===== config.mk =====
export PLATFORM = sky130hd
export DESIGN_NAME = tdm_demux
export DESIGN_NICKNAME = d
export VERILOG_FILES = /design/src/rtl/tdm_pkg.sv /design/src/rtl/tdm_slot_counter.sv /design/src/rtl/tdm_demux.sv
export SDC_FILE = /design/constraint.sdc
export NUM_CORES = 1
export LEC_CHECK = 0
export ABC_AREA = 1
export BUFFER_PORTS_ARGS = -buffer_cell sky130_fd_sc_hd__clkbuf_2
export CORE_AREA = 2 2 39 41
export CTS_BUF_LIST = sky130_fd_sc_hd__clkbuf_4
export DETAILED_ROUTE_END_ITERATION = 7
export DIE_AREA = 0 0 41 43
export PLACE_DENSITY = 0.48
export SKIP_CTS_REPAIR_TIMING = 1
export SLEW_MARGIN = 40
export SYNTH_ARGS = -nofsm -noshare
export SYNTH_HDL_FRONTEND = slang
export SYNTH_SLANG_ARGS = --single-unit

===== constraint.sdc =====
create_clock -name clk -period 1 [get_ports clk]
set_input_delay 0.2 -clock clk [delete_from_list [all_inputs] [get_ports clk]]
set_output_delay 0.2 -clock clk [all_outputs]
set_load 0.01 [all_outputs]

===== src/rtl/tdm_pkg.sv =====
`default_nettype none
// ============================================================================
//  Module   : tdm_pkg
//  Purpose  : Shared types and constants for the TDM receive demultiplexer.
//             Holds the receive FSM state enum, the default slot count and
//             the helper that derives the slot-counter width from N.
//  Revision : 1.0 - initial release
// ============================================================================
package tdm_pkg;

   // Receive FSM: IDLE waits for a frame marker, RECV collects slots 1..N-1.
   typedef enum logic [0:0] {
      IDLE = 1'b0,
      RECV = 1'b1
   } tdm_state_e;

   localparam int DEFAULT_N = 2;

   // Slot counter width; never below one bit so the counter always exists.
   function automatic int cnt_width(input int n);
      return (n <= 2) ? 1 : $clog2(n);
   endfunction

endpackage : tdm_pkg
`default_nettype wire


===== src/rtl/tdm_slot_counter.sv =====
`default_nettype none
// ============================================================================
//  Module   : tdm_slot_counter
//  Purpose  : Slot position counter for the TDM receiver.
//  Ports    : clk   - system clock
//             reset - synchronous active-high reset (cnt -> 0)
//             clear - force cnt to 0 (frame completed)
//             load1 - force cnt to 1 (slot 0 just taken on a frame marker)
//             inc   - advance cnt by one
//             cnt   - current slot index
//             last  - cnt is the final slot (N-1)
//  Revision : 1.0 - initial release
// ============================================================================
module tdm_slot_counter
   import tdm_pkg::*;
#(
   parameter  int N  = DEFAULT_N,
   localparam int CW = cnt_width(N)
) (
   input  logic          clk,
   input  logic          reset,
   input  logic          clear,
   input  logic          load1,
   input  logic          inc,
   output logic [CW-1:0] cnt,
   output logic          last
);

   logic [CW-1:0] cnt_q;
   logic [CW-1:0] cnt_d;

   // clear beats load1 beats inc; the FSM never asserts more than one anyway.
   always_comb begin
      cnt_d = cnt_q;
      if (clear) begin
         cnt_d = '0;
      end else if (load1) begin
         cnt_d = CW'(1);
      end else if (inc) begin
         cnt_d = cnt_q + CW'(1);
      end
   end

   always_ff @(posedge clk) begin
      if (reset) begin
         cnt_q <= '0;
      end else begin
         cnt_q <= cnt_d;
      end
   end

   assign cnt  = cnt_q;
   assign last = (cnt_q == CW'(N - 1));

endmodule : tdm_slot_counter
`default_nettype wire


===== src/rtl/tdm_demux.sv =====
`default_nettype none
// ============================================================================
//  Module   : tdm_demux
//  Purpose  : Receive end of a 1-bit time-multiplexed link. A frame marker
//             (sync) flags slot 0; each en strobe samples one slot into a
//             shadow register, and the completed frame is published on dout
//             with a one-cycle valid pulse. A marker arriving mid-frame drops
//             the partial frame, pulses err and restarts at slot 0.
//  Ports    : clk   - system clock
//             reset - synchronous active-high reset
//             en    - slot strobe (din/sync sampled only when high)
//             sync  - frame marker, current strobe is slot 0
//             din   - serial slot data
//             dout  - last complete frame, bit k = slot k
//             valid - one-cycle pulse, dout just updated
//             err   - one-cycle pulse, marker seen mid-frame
//             busy  - frame partly received (FSM in RECV)
//  Revision : 1.0 - initial release
// ============================================================================
module tdm_demux
   import tdm_pkg::*;
#(
   parameter  int N  = DEFAULT_N,
   localparam int CW = cnt_width(N)
) (
   input  logic         clk,
   input  logic         reset,
   input  logic         en,
   input  logic         sync,
   input  logic         din,
   output logic [N-1:0] dout,
   output logic         valid,
   output logic         err,
   output logic         busy
);

   tdm_state_e    state_q,  state_d;
   logic [N-1:0]  shadow_q, shadow_d;
   logic [N-1:0]  dout_q,   dout_d;
   logic          valid_q,  valid_d;
   logic          err_q,    err_d;
   logic          busy_q,   busy_d;

   logic          cnt_clear;
   logic          cnt_load1;
   logic          cnt_inc;
   logic [CW-1:0] cnt;
   logic          cnt_last;

   tdm_slot_counter #(.N(N)) u_slot_counter (
      .clk   (clk),
      .reset (reset),
      .clear (cnt_clear),
      .load1 (cnt_load1),
      .inc   (cnt_inc),
      .cnt   (cnt),
      .last  (cnt_last)
   );

   always_comb begin
      state_d   = state_q;
      shadow_d  = shadow_q;
      dout_d    = dout_q;
      valid_d   = 1'b0;
      err_d     = 1'b0;
      cnt_clear = 1'b0;
      cnt_load1 = 1'b0;
      cnt_inc   = 1'b0;

      if (en) begin
         if (sync) begin
            // A marker always starts a fresh frame; inside RECV it also
            // abandons whatever was collected so far, last slot included.
            err_d       = (state_q == RECV);
            shadow_d    = '0;
            shadow_d[0] = din;
            cnt_load1   = 1'b1;
            state_d     = RECV;
         end else if (state_q == RECV) begin
            if (cnt_last) begin
               dout_d    = {din, shadow_q[N-2:0]};
               valid_d   = 1'b1;
               cnt_clear = 1'b1;
               state_d   = IDLE;
            end else begin
               shadow_d[cnt] = din;
               cnt_inc       = 1'b1;
            end
         end
         // IDLE without a marker: stray slot, ignored silently.
      end

      busy_d = (state_d == RECV);
   end

   always_ff @(posedge clk) begin
      if (reset) begin
         state_q  <= IDLE;
         shadow_q <= '0;
         dout_q   <= '0;
         valid_q  <= 1'b0;
         err_q    <= 1'b0;
         busy_q   <= 1'b0;
      end else begin
         state_q  <= state_d;
         shadow_q <= shadow_d;
         dout_q   <= dout_d;
         valid_q  <= valid_d;
         err_q    <= err_d;
         busy_q   <= busy_d;
      end
   end

   assign dout  = dout_q;
   assign valid = valid_q;
   assign err   = err_q;
   assign busy  = busy_q;

endmodule : tdm_demux
`default_nettype wire


-- Yosys cells after proc, flatten, opt, wreduce, memory -nomap -nowiden
Cells that the tools add are included.
Widths: inputs -> output; s select.
- bitwise logic cells: 2
- eq/ne operators: 1
- order comparisons: 2
- muxes and demuxes: 19
- $add $sub $neg: 1
- reductions and logical operators: 7
- operator list (operator ; number):
    $mux 1 ; 14
    $mux 2 ; 3
    $reduce_and 4->1 ; 1
    $reduce_bool 2->1 ; 2
    $reduce_and 3->1 ; 1
    $reduce_or 3->1 ; 1
    $bwmux 2 ; 1
    $lt 1x2->1 const B ; 1
    $ne 2x2->1 const B ; 1
    $not 1->1 ; 2
    $reduce_or 2->1 ; 1
    $add 1x1->1 const B ; 1
    $demux 1 s1 ; 1
    $ge 1x1->1 const B ; 1
    $logic_and 1x1->1 ; 1
- register bits: 8

-- Depth between registers and ports, before layout
Gate-level depths: netlist (run 1).
- depth in word-level cells: 8
- depth in mapped cells: 6
- depth with buffers taken out: 6

-- By module
A second synthesis (run 1) with hierarchy kept.
- cell total of the unflattened synthesis: 45
- area, all modules: 317.8 um^2
- modules (own cells, without submodules) (module ; area an instance (um^2) ; instances ; cells an instance):
    tdm_demux ; 252.7 ; 1 ; 34
    tdm_slot_counter ; 65.1 ; 1 ; 11

-- Least setup slack after synthesis (run 1)
No wires, ideal clock.
- path type: register -> register
- start point: register busy (netlist name)
- end point: register dout_q[0], in the netlist dout[0]
- arrival time: 0.738 ns
- library setup time: 0.112 ns
- stages on the path, launching flop included: 6
- buffers on the path: 0
- path slack: 0.150 ns
- period minus slack after synthesis: 0.850 ns
- cells stage by stage: dfxtp_1 > nand2_1 > nor2_1 > nor2_1 > nand2_1 > nand2_1
- RTL lines (element ; line ; RTL):
    end signal, assigned ; tdm_demux.sv:107 ; dout_q <= dout_d;
    end, declared ; tdm_demux.sv:39 ; logic [N-1:0] dout_q, dout_d;

-- Worst setup path after layout (run 1)
- start point: register busy_q, in the netlist busy
- end point: output port busy
- RTL lines (element ; line ; RTL):
    start, declared ; tdm_demux.sv:42 ; logic busy_q, busy_d;
    start signal, assigned ; tdm_demux.sv:110 ; busy_q <= busy_d;
    end, declared ; tdm_demux.sv:34 ; output logic busy
No word-level cell between the ends.

==> flow_summary_export.csv, run 1 <==
group,metric,value,unit
status,status,"completed",
timing,relSlewSlack,0.9031,
setup_path,cp_data_arrival_time,740,ps
global_route,grt_max_degree,7,
hold_path,hp-class,"input pin to register",
setup_path,crit_family,"flip-flops",
timing,finalSetupTns,0,ps
timing,max_slew.worst_pin.slew,144.2,ps
placed_design,port_buffers,9,
synth,synth_area_per_cell,7.403,um2
placed_design,dp_hpwl,397.4,um
synth,synth_nets,41,
cells_and_area,seqCellArea,143.9,um2
flow_run,drv_cap,0,
floorplanning,die_area,0.001763,mm2
setup_path,end_kind,"primary output",
timing,fin_crit,940.7,ps
synth,synth_seq_area_share,0.5258,
detailed_routing,vias,250,
cells_and_area,nFillCells,171,
timing,timing.fmax,1063,MHz
setup_path,cp_max_fo,5,
clock_network,cts.sinks,7,
floorplanning,rows,14,
global_route,first_global_vias,192,
detailed_routing,wirelength,510,um
cells_and_area,nNetsFinal,55,
cells_and_area,diodes,0,
power,power_leakage,0.1933,nW
clock_network,cts.clk_slew.worst_paths,60,ps
timing,hold_viol_final,0,
setup_path,start_kind,"register",
timing,clock_skew,1.381,ps
timing,finalCritPeriodShare,0.9407,
synth,ys.warnings.count,0,
synth,synth_cells,36,
power,pwr_density_cell,1724,mW/mm2
detailed_routing,drt_iter0_drc,5,
timing,slew_viol_final,0,
synth,netlist_area,266.5,um2
synth,synth.distinct_cells,9,
timing,timing.hold.ws,163.4,ps
synth,synth_seq_cells,7,
floorplanning,core_area,0.001384,mm2
setup_path,cp_num_buf_inv,1,
floorplanning,num_io_pins,10,
global_route,overflow,0,
setup_path,cpPeakStageDelay,370,ps
global_route,antenna_found_initial,0,
power,peakVddDrop,0.5357,mV
clock_network,clockRootBuffer,"clkbuf_4",
setup_path,worst_path_max_delay_cell,"dfxtp_4",
detailed_routing,ant_nets,0,
clock_network,htree_num_levels,1,
setup_path,crit_chain,"clkbuf_2",
floorplanning,die_h,43,um
timing,grt_setup_unrepaired,"no",
detailed_routing,drcViolationCount,0,
detailed_routing,firstDrtPassIters,4,
global_route,track_usage,0.07437,
cells_and_area,utilization,0.2640,
clock_network,cts_made_buffers,3,
cells_and_area,drive_above_1_share,0.3265,
floorplanning,die_w,41,um
clock_network,cts_tree,"built",
cells_and_area,multi_input_area,107.6,um2
detailed_routing,routedWlPerCell,7.846,um
detailed_routing,viasPerCell,3.846,
setup_path,criticalPathCategory,"register to primary output",
timing,finalSetupViolCount,0,
global_route,grt_pass1_wl,834,um
setup_path,cp.required,800,ps
cells_and_area,syn2layout_area_growth,37.09,%
clock_network,insertion_delay,240,ps
clock_network,cts.path.max_buffers,2,
placed_design,routabilityCongestion,0.7744,
floorplanning,start_util,0.1926,
## state kept, by name (all words and copies together) (netlist names)
signal              flops
err                     1
u_slot_counter.cnt      1
dout                    2
valid                   1
shadow_q                1
busy                    1
## layout by cell type, fill, tap and decap left out, drive strengths merged
| cell | count |
|---|---|
| inv | 5 |
| dfxtp | 7 |
| nor3 | 1 |
| nor2 | 4 |
| clkbuf | 13 |
| nand3 | 1 |
| a21oi | 3 |
| nand2 | 14 |
| nand4 | 1 |
## layout make-up
class / count / share of cell area
inverter: 5 / 0.05137
multi-input combinational: 24 / 0.2945
tap: 16 / 0.05479
sequential: 7 / 0.3938
clock buffer: 4 / 0.08219
timing repair buffer: 9 / 0.1233
## cells by family (layout without fill, tap and decap cells)
family / after synthesis / in the layout / synth area share
AO/OA/AOI/OAI: 3 / 3 / 0.05632
flip-flops: 7 / 7 / 0.5258
buffers and inverters: 5 / 18 / 0.07043
AND/OR/NAND/NOR: 21 / 21 / 0.3474
## per-layer routing
metal | track usage | share of wire | vias up
met1 | 0.1097 | 0.53 | 103
met2 | 0.07813 | 0.40 | 9
met5 | 0 | 0 | -
met3 | 0.03141 | 0.067 | 0
li1 | - | - | 138
met4 | 0.06000 | 0 | 0
## per-stage QoR
step	std cells	power (mW)	setup slack (ps)	instance area (um2)
2_1_floorplan	36	0.3293	150.2	266.5
3_3_place_gp	61	0.3512	137.8	331.6
3_5_place_dp	61	0.3513	130.2	331.6
4_1_cts	65	0.6412	-19.21	361.6
5_1_grt	65	0.6742	15.83	365.4
6_report	65	0.6300	59.34	365.4
## worst reg2reg max path, cell delays in order, from the launching register on
cell and delay (ps):
dfxtp_1 360, inv_1 60, nand2_1 50, nand2_1 80
a21oi_1 130, nor2_1 60
## cell usage after synthesis (all sizes together)
master  count  area [um2]
nor3        1       5.000
a21oi       3       15.01
dfxtp       7       140.1
nand3       1       5.000
inv         5       18.77
nand2      14       52.55
nor2        4       17.52
nand4       1       12.51
## path summary, 6_finish.rpt
| kind | from | endpoint | slack [ps] | cells past startpoint |
|---|---|---|---|---|
| min reg2reg | shadow_q[0] | dout[0] | 440 | 2 |
| max reg2reg | u_slot_counter.cnt | shadow_q[0] | 150 | 5 |
| min | din | dout[1] | 160 | 3 |
| max | busy | busy | 60 | 1 |
## power breakdown
| part | total, mW | internal, mW | switching, mW |
|---|---|---|---|
| clock network | 0.286 | 0.180 | 0.106 |
| logic | 0.0480 | 0.0191 | 0.0289 |
| registers | 0.296 | 0.288 | 0.00797 |
No activity file was read; power rests on OpenSTA's default activity.
==> run 2: changes to the inputs <==
--- a/config.mk
+++ b/config.mk
@@ -5,12 +5,13 @@
 export SDC_FILE = /design/constraint.sdc
 export NUM_CORES = 1
 export LEC_CHECK = 0
-export ABC_AREA = 1
+export ABC_AREA = 0
 export BUFFER_PORTS_ARGS = -buffer_cell sky130_fd_sc_hd__clkbuf_2
-export CORE_AREA = 2 2 39 41
+export CORE_AREA = 4 4 41 43
 export CTS_BUF_LIST = sky130_fd_sc_hd__clkbuf_4
 export DETAILED_ROUTE_END_ITERATION = 7
-export DIE_AREA = 0 0 41 43
+export DIE_AREA = 0 0 45 47
+export GPL_ROUTABILITY_DRIVEN = 0
 export PLACE_DENSITY = 0.48
 export SKIP_CTS_REPAIR_TIMING = 1
 export SLEW_MARGIN = 40
==> flow_summary_export.csv, run 2 <==
group,metric,value,unit
hold_path,min_delay_path_depth,2,
cells_and_area,nNetsFinal,45,
global_route,antenna_found_initial,0,
synth,synth.distinct_cells,12,
detailed_routing,drcViolationCount,0,
detailed_routing,ant_nets,0,
setup_path,cp_data_arrival_time,790,ps
clock_network,cts_tree,"built",
global_route,first_global_vias,227,
detailed_routing,routedWlPerCell,10.72,um
synth,synth_largest_area_cell,"dfxtp_1",
floorplanning,die_w,45,um
cells_and_area,largest_reg_flops,2,
cells_and_area,utilization,0.2875,
floorplanning,rows,13,
placed_design,place_ws,32.10,ps
synth,synth_seq_area_share,0.5385,
setup_path,end_kind,"primary output",
power,peakVddDrop,0.4300,mV
floorplanning,num_io_pins,10,
synth,synth_cells,25,
global_route,grt_max_degree,9,
synth,synth_common_cells,"dfxtp_1 (7), mux2i_1 (3), nand2b_1 (3), nor2_1 (3), nor3b_1 (2)",
synth,netlist_area,260.3,um2
timing,layout_setup_ws,7.297,ps
synth,synth_most_common_cell,"dfxtp_1",
cells_and_area,diodes,0,
setup_path,start_kind,"register",
floorplanning,die_area,0.002115,mm2
setup_path,timing.critical_path.mode_cell,"buf_6",
setup_path,cp.required,800,ps
hold_path,hp-start,"sync",
clock_network,insertion_delay,240,ps
timing,timing.hold.ws,194.0,ps
timing,grt_setup_unrepaired,"yes",
setup_path,cpPeakStageDelay,320,ps
synth,synth_nets,30,
synth,synth_seq_cells,7,
detailed_routing,drt_iter0_drc,1,
synth,synth_edf_count,0,
setup_path,worst_path_max_delay_cell,"dfxtp_2",
floorplanning,start_util,0.2000,
timing,relSlewSlack,0.8252,
status,status,"completed",
power,power_leakage,0.1736,nW
cells_and_area,drive_above_1_share,0.4103,
synth,synthArstFlopShare,0,
global_route,track_usage,0.06027,
setup_path,crit_family,"flip-flops",
setup_path,criticalPathCategory,"register to primary output",
timing,timing.fmax,1007,MHz
synth,synth_xor_area_frac,0,
timing,slew_viol_final,0,
floorplanning,core_area,0.001301,mm2
synth,synth_adder_area_share,0,
setup_path,crit_start,"busy",
power,pwr_density_cell,1678,mW/mm2
setup_path,r2r_end,"shadow_q[0]",
synth,ys.warnings.count,0,
timing,hold_viol_final,0,
clock_network,cts.sinks,7,
placed_design,port_buffers,9,
timing,max_slew.worst_pin.slew,260.4,ps
synth,synth.top_cell.area_share,0.5385,
timing,fin_crit,992.7,ps
synth,synth_area_leaders,"dfxtp_1 (54%), mux2i_1 (12%), nand2b_1 (7.2%)",
setup_path,crit_chain,"buf_6, buf_6",
floorplanning,die_h,47,um
hold_path,min_to,"valid",
detailed_routing,viasPerCell,4.315,
setup_path,rr_worst_depth,3,
detailed_routing,vias,233,
clock_network,clockRootBuffer,"clkbuf_4",
setup_path,ff2ff_setup_slack,40,ps
synth,synthSimpleGateAreaFrac,0.2788,
placed_design,place_inst,50,
global_route,overflow,0,
clock_network,cts_made_buffers,3,
synth,synth_area_per_cell,10.41,um2
detailed_routing,firstDrtPassIters,2,
timing,finalSetupTns,0,ps
detailed_routing,wirelength,579,um
cells_and_area,syn2layout_area_growth,43.75,%
timing,finalSetupViolCount,0,
clock_network,cts.path.max_buffers,2,
clock_network,htree_num_levels,1,
cells_and_area,mostFrequentLayoutCell,"clkbuf_2",
cells_and_area,fin_cells,54,
cells_and_area,layout_common_cells,"clkbuf_2 (8), dfxtp_1 (5), clkbuf_4 (4)",
synth,synth-compound-area-share,0.06731,
timing,clock_skew,0.9081,ps
hold_path,hp-class,"input pin to register",
setup_path,cp_num_buf_inv,2,
setup_path,cp_max_fo,4,
synth,muxShareOfSynthArea,0.1154,
global_route,grt_pass1_wl,876,um
setup_path,r2r-start,"busy",
synth,synth_ff_type,"dfxtp_1",
cells_and_area,nFillCells,149,
timing,finalCritPeriodShare,0.9927,
synth,synth_top_family_by_area,"simple AND/OR/NAND/NOR gates",
clock_network,cts.clk_slew.worst_paths,50,ps
flow_run,drv_cap,0,
-- run 2: changes by cell type in the layout (fill, tap and decap cells not counted), sizes merged, moves of 2 or more --
| cell | change |
|---|---|
| nand2b | +3 |
| nand2 | -13 |
| mux2i | +3 |
| inv | -5 |
| a21oi | -2 |
| buf | +2 |
| nor3b | +2 |
-- run 2: worst reg2reg max path, delay by kind of cell, from the launching register on --
family	cells	cell delay (ps)
flip-flops	1	320
AO/OA/AOI/OAI	1	230
AND/OR/NAND/NOR	1	120
multiplexers	1	220
-- run 2: cell type report --
type	count	area [um2]	share of cell area
sequential	7	142.6	0.3813
tap	15	18.77	0.05017
timing repair buffer	10	62.56	0.1672
clock buffer	4	30.03	0.08027
multi-input combinational	18	120.1	0.3211
-- run 2: how the worst max path moves through the flow --
stage / end / slack, ps / cells past startpoint
2_1_floorplan: dout[0] / 70 / 3
3_3_place_gp: dout[0] / 50 / 4
3_5_place_dp: dout[0] / 30 / 4
4_1_cts: busy / -50 / 2
5_1_grt: busy / -20 / 2
6_report: busy / 7 / 2
-- run 2: cells by family (layout without fill, tap and decap cells) --
kind of cell | Yosys count | in the layout
and+or+nand+nor | 12 | 12
DFF | 7 | 7
buffers and inverters | 0 | 14
muxes | 3 | 3
AOI/OAI and AO/OA | 3 | 3
-- run 2: stage by stage --
step                      instance area (um2)  power [mW]
final                                   374.1      0.6279
after global routing                    374.1      0.6516
after CTS                               361.6      0.6342
after detailed placement                331.6      0.3520
after global placement                  331.6      0.3487
after floorplan                         260.3      0.3239
-- run 2: layer usage --
| metal | part of all wire | wire [um] | global-route usage |
|---|---|---|---|
| met5 | 0 | 0 | 0 |
| met4 | 0 | 0 | 0.05263 |
| met3 | 0.13 | 73 | 0.03065 |
| met2 | 0.44 | 252 | 0.07345 |
| met1 | 0.44 | 253 | 0.07586 |
-- run 2: power by group --
part | internal, mW | total [mW] | leakage (nW) | switching [mW]
logic | 0.0298 | 0.0564 | 0.0976 | 0.0266
registers | 0.290 | 0.297 | 0.0577 | 0.00655
clock network | 0.179 | 0.275 | 0.0184 | 0.0959
==> run 3: changes to the inputs <==
--- a/config.mk
+++ b/config.mk
@@ -12,9 +12,10 @@
 export DETAILED_ROUTE_END_ITERATION = 7
 export DIE_AREA = 0 0 45 47
 export GPL_ROUTABILITY_DRIVEN = 0
-export PLACE_DENSITY = 0.48
+export PLACE_DENSITY = 0.49
 export SKIP_CTS_REPAIR_TIMING = 1
 export SLEW_MARGIN = 40
 export SYNTH_ARGS = -nofsm -noshare
 export SYNTH_HDL_FRONTEND = slang
+export SYNTH_HIERARCHICAL = 1
 export SYNTH_SLANG_ARGS = --single-unit
==> flow_summary_export.csv, run 3 <==
group,metric,value,unit
setup_path,crit_start,"u_slot_counter/cnt",
cells_and_area,largest_reg_flops,2,
synth,synth_area_leaders,"dfxtp_1 (50%), nand2_1 (5.4%), nand3b_1 (5.4%)",
synth,synth_largest_area_cell,"dfxtp_1",
cells_and_area,nNetsFinal,49,
synth,synth_seq_cells,7,
detailed_routing,drt_iter0_drc,0,
detailed_routing,vias,238,
cells_and_area,fin_cells,58,
detailed_routing,ant_nets,0,
global_route,overflow,0,
setup_path,cpPeakStageDelay,370,ps
cells_and_area,layout_common_cells,"clkbuf_2 (9), dfxtp_1 (5), nand2_1 (4), clkbuf_4 (4)",
clock_network,cts.sinks,7,
setup_path,start_kind,"register",
clock_network,clockRootBuffer,"clkbuf_4",
cells_and_area,drive_above_1_share,0.4186,
cells_and_area,syn2layout_area_growth,37.95,%
detailed_routing,viasPerCell,4.103,
timing,finalCritPeriodShare,0.9998,
detailed_routing,routedWlPerCell,9.276,um
floorplanning,num_io_pins,10,
timing,grt_setup_unrepaired,"yes",
setup_path,r2r-start,"u_slot_counter/cnt",
timing,relSlewSlack,0.8127,
global_route,antenna_found_initial,0,
setup_path,criticalPathCategory,"register to register",
floorplanning,start_util,0.2154,
setup_path,crit_chain,"nand4b_1, nand3b_1, o21ai_1",
setup_path,cp_data_arrival_time,1120,ps
placed_design,dp_hpwl,432.6,um
timing,clock_skew,5.850,ps
floorplanning,die_h,47,um
clock_network,cts_tree,"built",
synth,synthArstFlopShare,0,
synth,ys.warnings.count,6,
synth,synth.distinct_cells,16,
status,status,"completed",
timing,timing.fmax,1000,MHz
power,pwr_density_cell,1636,mW/mm2
synth,synth_nets,35,
cells_and_area,nFillCells,159,
timing,fin_crit,999.8,ps
synth,synth_area_per_cell,9.342,um2
placed_design,placed_cell_area,350.3,um2
global_route,first_global_vias,220,
cells_and_area,diodes,0,
placed_design,port_buffers,9,
setup_path,cp.required,1120,ps
clock_network,cts.path.max_buffers,2,
clock_network,insertion_delay,250,ps
synth,synth_ff_type,"dfxtp_1",
setup_path,worst_path_max_delay_cell,"dfxtp_4",
global_route,track_usage,0.06017,
global_route,grt_max_degree,9,
timing,max_slew.worst_pin.slew,279.5,ps
synth,netlist_area,280.3,um2
synth,synth_most_common_cell,"dfxtp_1",
clock_network,cts.clk_slew.worst_paths,50,ps
setup_path,cp_max_fo,6,
clock_network,cts_made_buffers,3,
synth,synth_cells,30,
timing,hold_viol_final,0,
detailed_routing,drcViolationCount,0,
timing,slew_viol_final,0,
floorplanning,rows,13,
power,peakVddDrop,0.6899,mV
synth,synth_common_cells,"dfxtp_1 (7), nand2_1 (4)",
hold_path,hp-start,"reset",
synth,synth_seq_area_share,0.5000,
placed_design,place_inst,54,
synth,synth_edf_count,0,
floorplanning,core_area,0.001301,mm2
detailed_routing,firstDrtPassIters,1,
hold_path,hp-class,"input pin to register",
setup_path,end_kind,"register",
cells_and_area,seqCellArea,147.6,um2
cells_and_area,multi_input_area,130.1,um2
power,power_leakage,0.1822,nW
floorplanning,die_w,45,um
timing,finalSetupViolCount,0,
detailed_routing,wirelength,538,um
clock_network,htree_num_levels,1,
floorplanning,die_area,0.002115,mm2
synth,synth.top_cell.area_share,0.5000,
global_route,grt_pass1_wl,869,um
flow_run,drv_cap,0,
cells_and_area,postLayoutCellArea,386.6,um2
cells_and_area,mostFrequentLayoutCell,"clkbuf_2",
[run 3: cell count changes in the layout (fill, tap and decap cells not counted), sizes merged, moves of 2 or more]
cell	before	now
inv	0	2
nand2	1	4
nand3b	0	2
mux2i	3	1
[run 3: report_power, final]
group          total, mW  switching [mW]  internal, mW
combinational     0.0548          0.0266        0.0283
clock              0.279          0.0996         0.179
sequential         0.299          0.0102         0.289
total              0.632           0.136         0.496
[run 3: cell families (layout without fill, tap and decap cells)]
| kind of cell | after synthesis | in the layout | share of synthesized area |
|---|---|---|---|
| xor+xnor | 1 | 1 | 0.03126 |
| flops | 7 | 7 | 0.5000 |
| buf+inv | 3 | 16 | 0.05359 |
| simple gates | 13 | 13 | 0.2544 |
| mux | 1 | 1 | 0.03572 |
| compound gates | 5 | 5 | 0.1250 |
[run 3: stage by stage]
| stage | total power, mW | util | setup WS (ps) | TNS (ps) | hold slack [ps] |
|---|---|---|---|---|---|
| finish | 0.6325 | 0.2971 | 0.2387 | 0 | 199.6 |
| global route | 0.6751 | 0.2971 | -70.40 | -238.9 | 208.3 |
| CTS | 0.6487 | 0.2923 | -103.0 | -277.7 | 193.2 |
| detailed placement | 0.3618 | 0.2692 | -93.50 | -257.8 | 461.6 |
| global placement | 0.3613 | 0.2692 | -70.71 | -182.4 | 455.5 |
| floorplan | 0.3389 | - | 6.560 | 0 | 261.7 |
[run 3: critical path, delay by kind of cell, from the launching register on]
| kind | cells | cell delay (ps) |
|---|---|---|
| AO/OA/AOI/OAI | 1 | 70 |
| flip-flops | 1 | 370 |
| AND/OR/NAND/NOR | 2 | 430 |
[run 3: worst paths after layout]
kind | end | slack, ps | cells past startpoint
setup reg to reg | dout[0] | 0.2 | 3
hold / removal | busy | 200 | 2
hold reg to reg | dout[0] | 480 | 2
setup / recovery | dout[0] | 0.2 | 3
[run 3: cell type report]
type	count	share of cell area
flip-flops and latches	7	0.3819
inverters	2	0.01942
multi-input cells	20	0.3366
repair buffers	10	0.1359
well taps	15	0.04854
clock buffers	4	0.07767
[run 3: per-layer routing]
layer  up-vias  global-route usage  part of all wire
li1        128                   -                 -
met1       105             0.05721              0.43
met2         5              0.1017              0.51
met3         0             0.05747             0.061
met4         0                   0                 0
met5         -                   0                 0
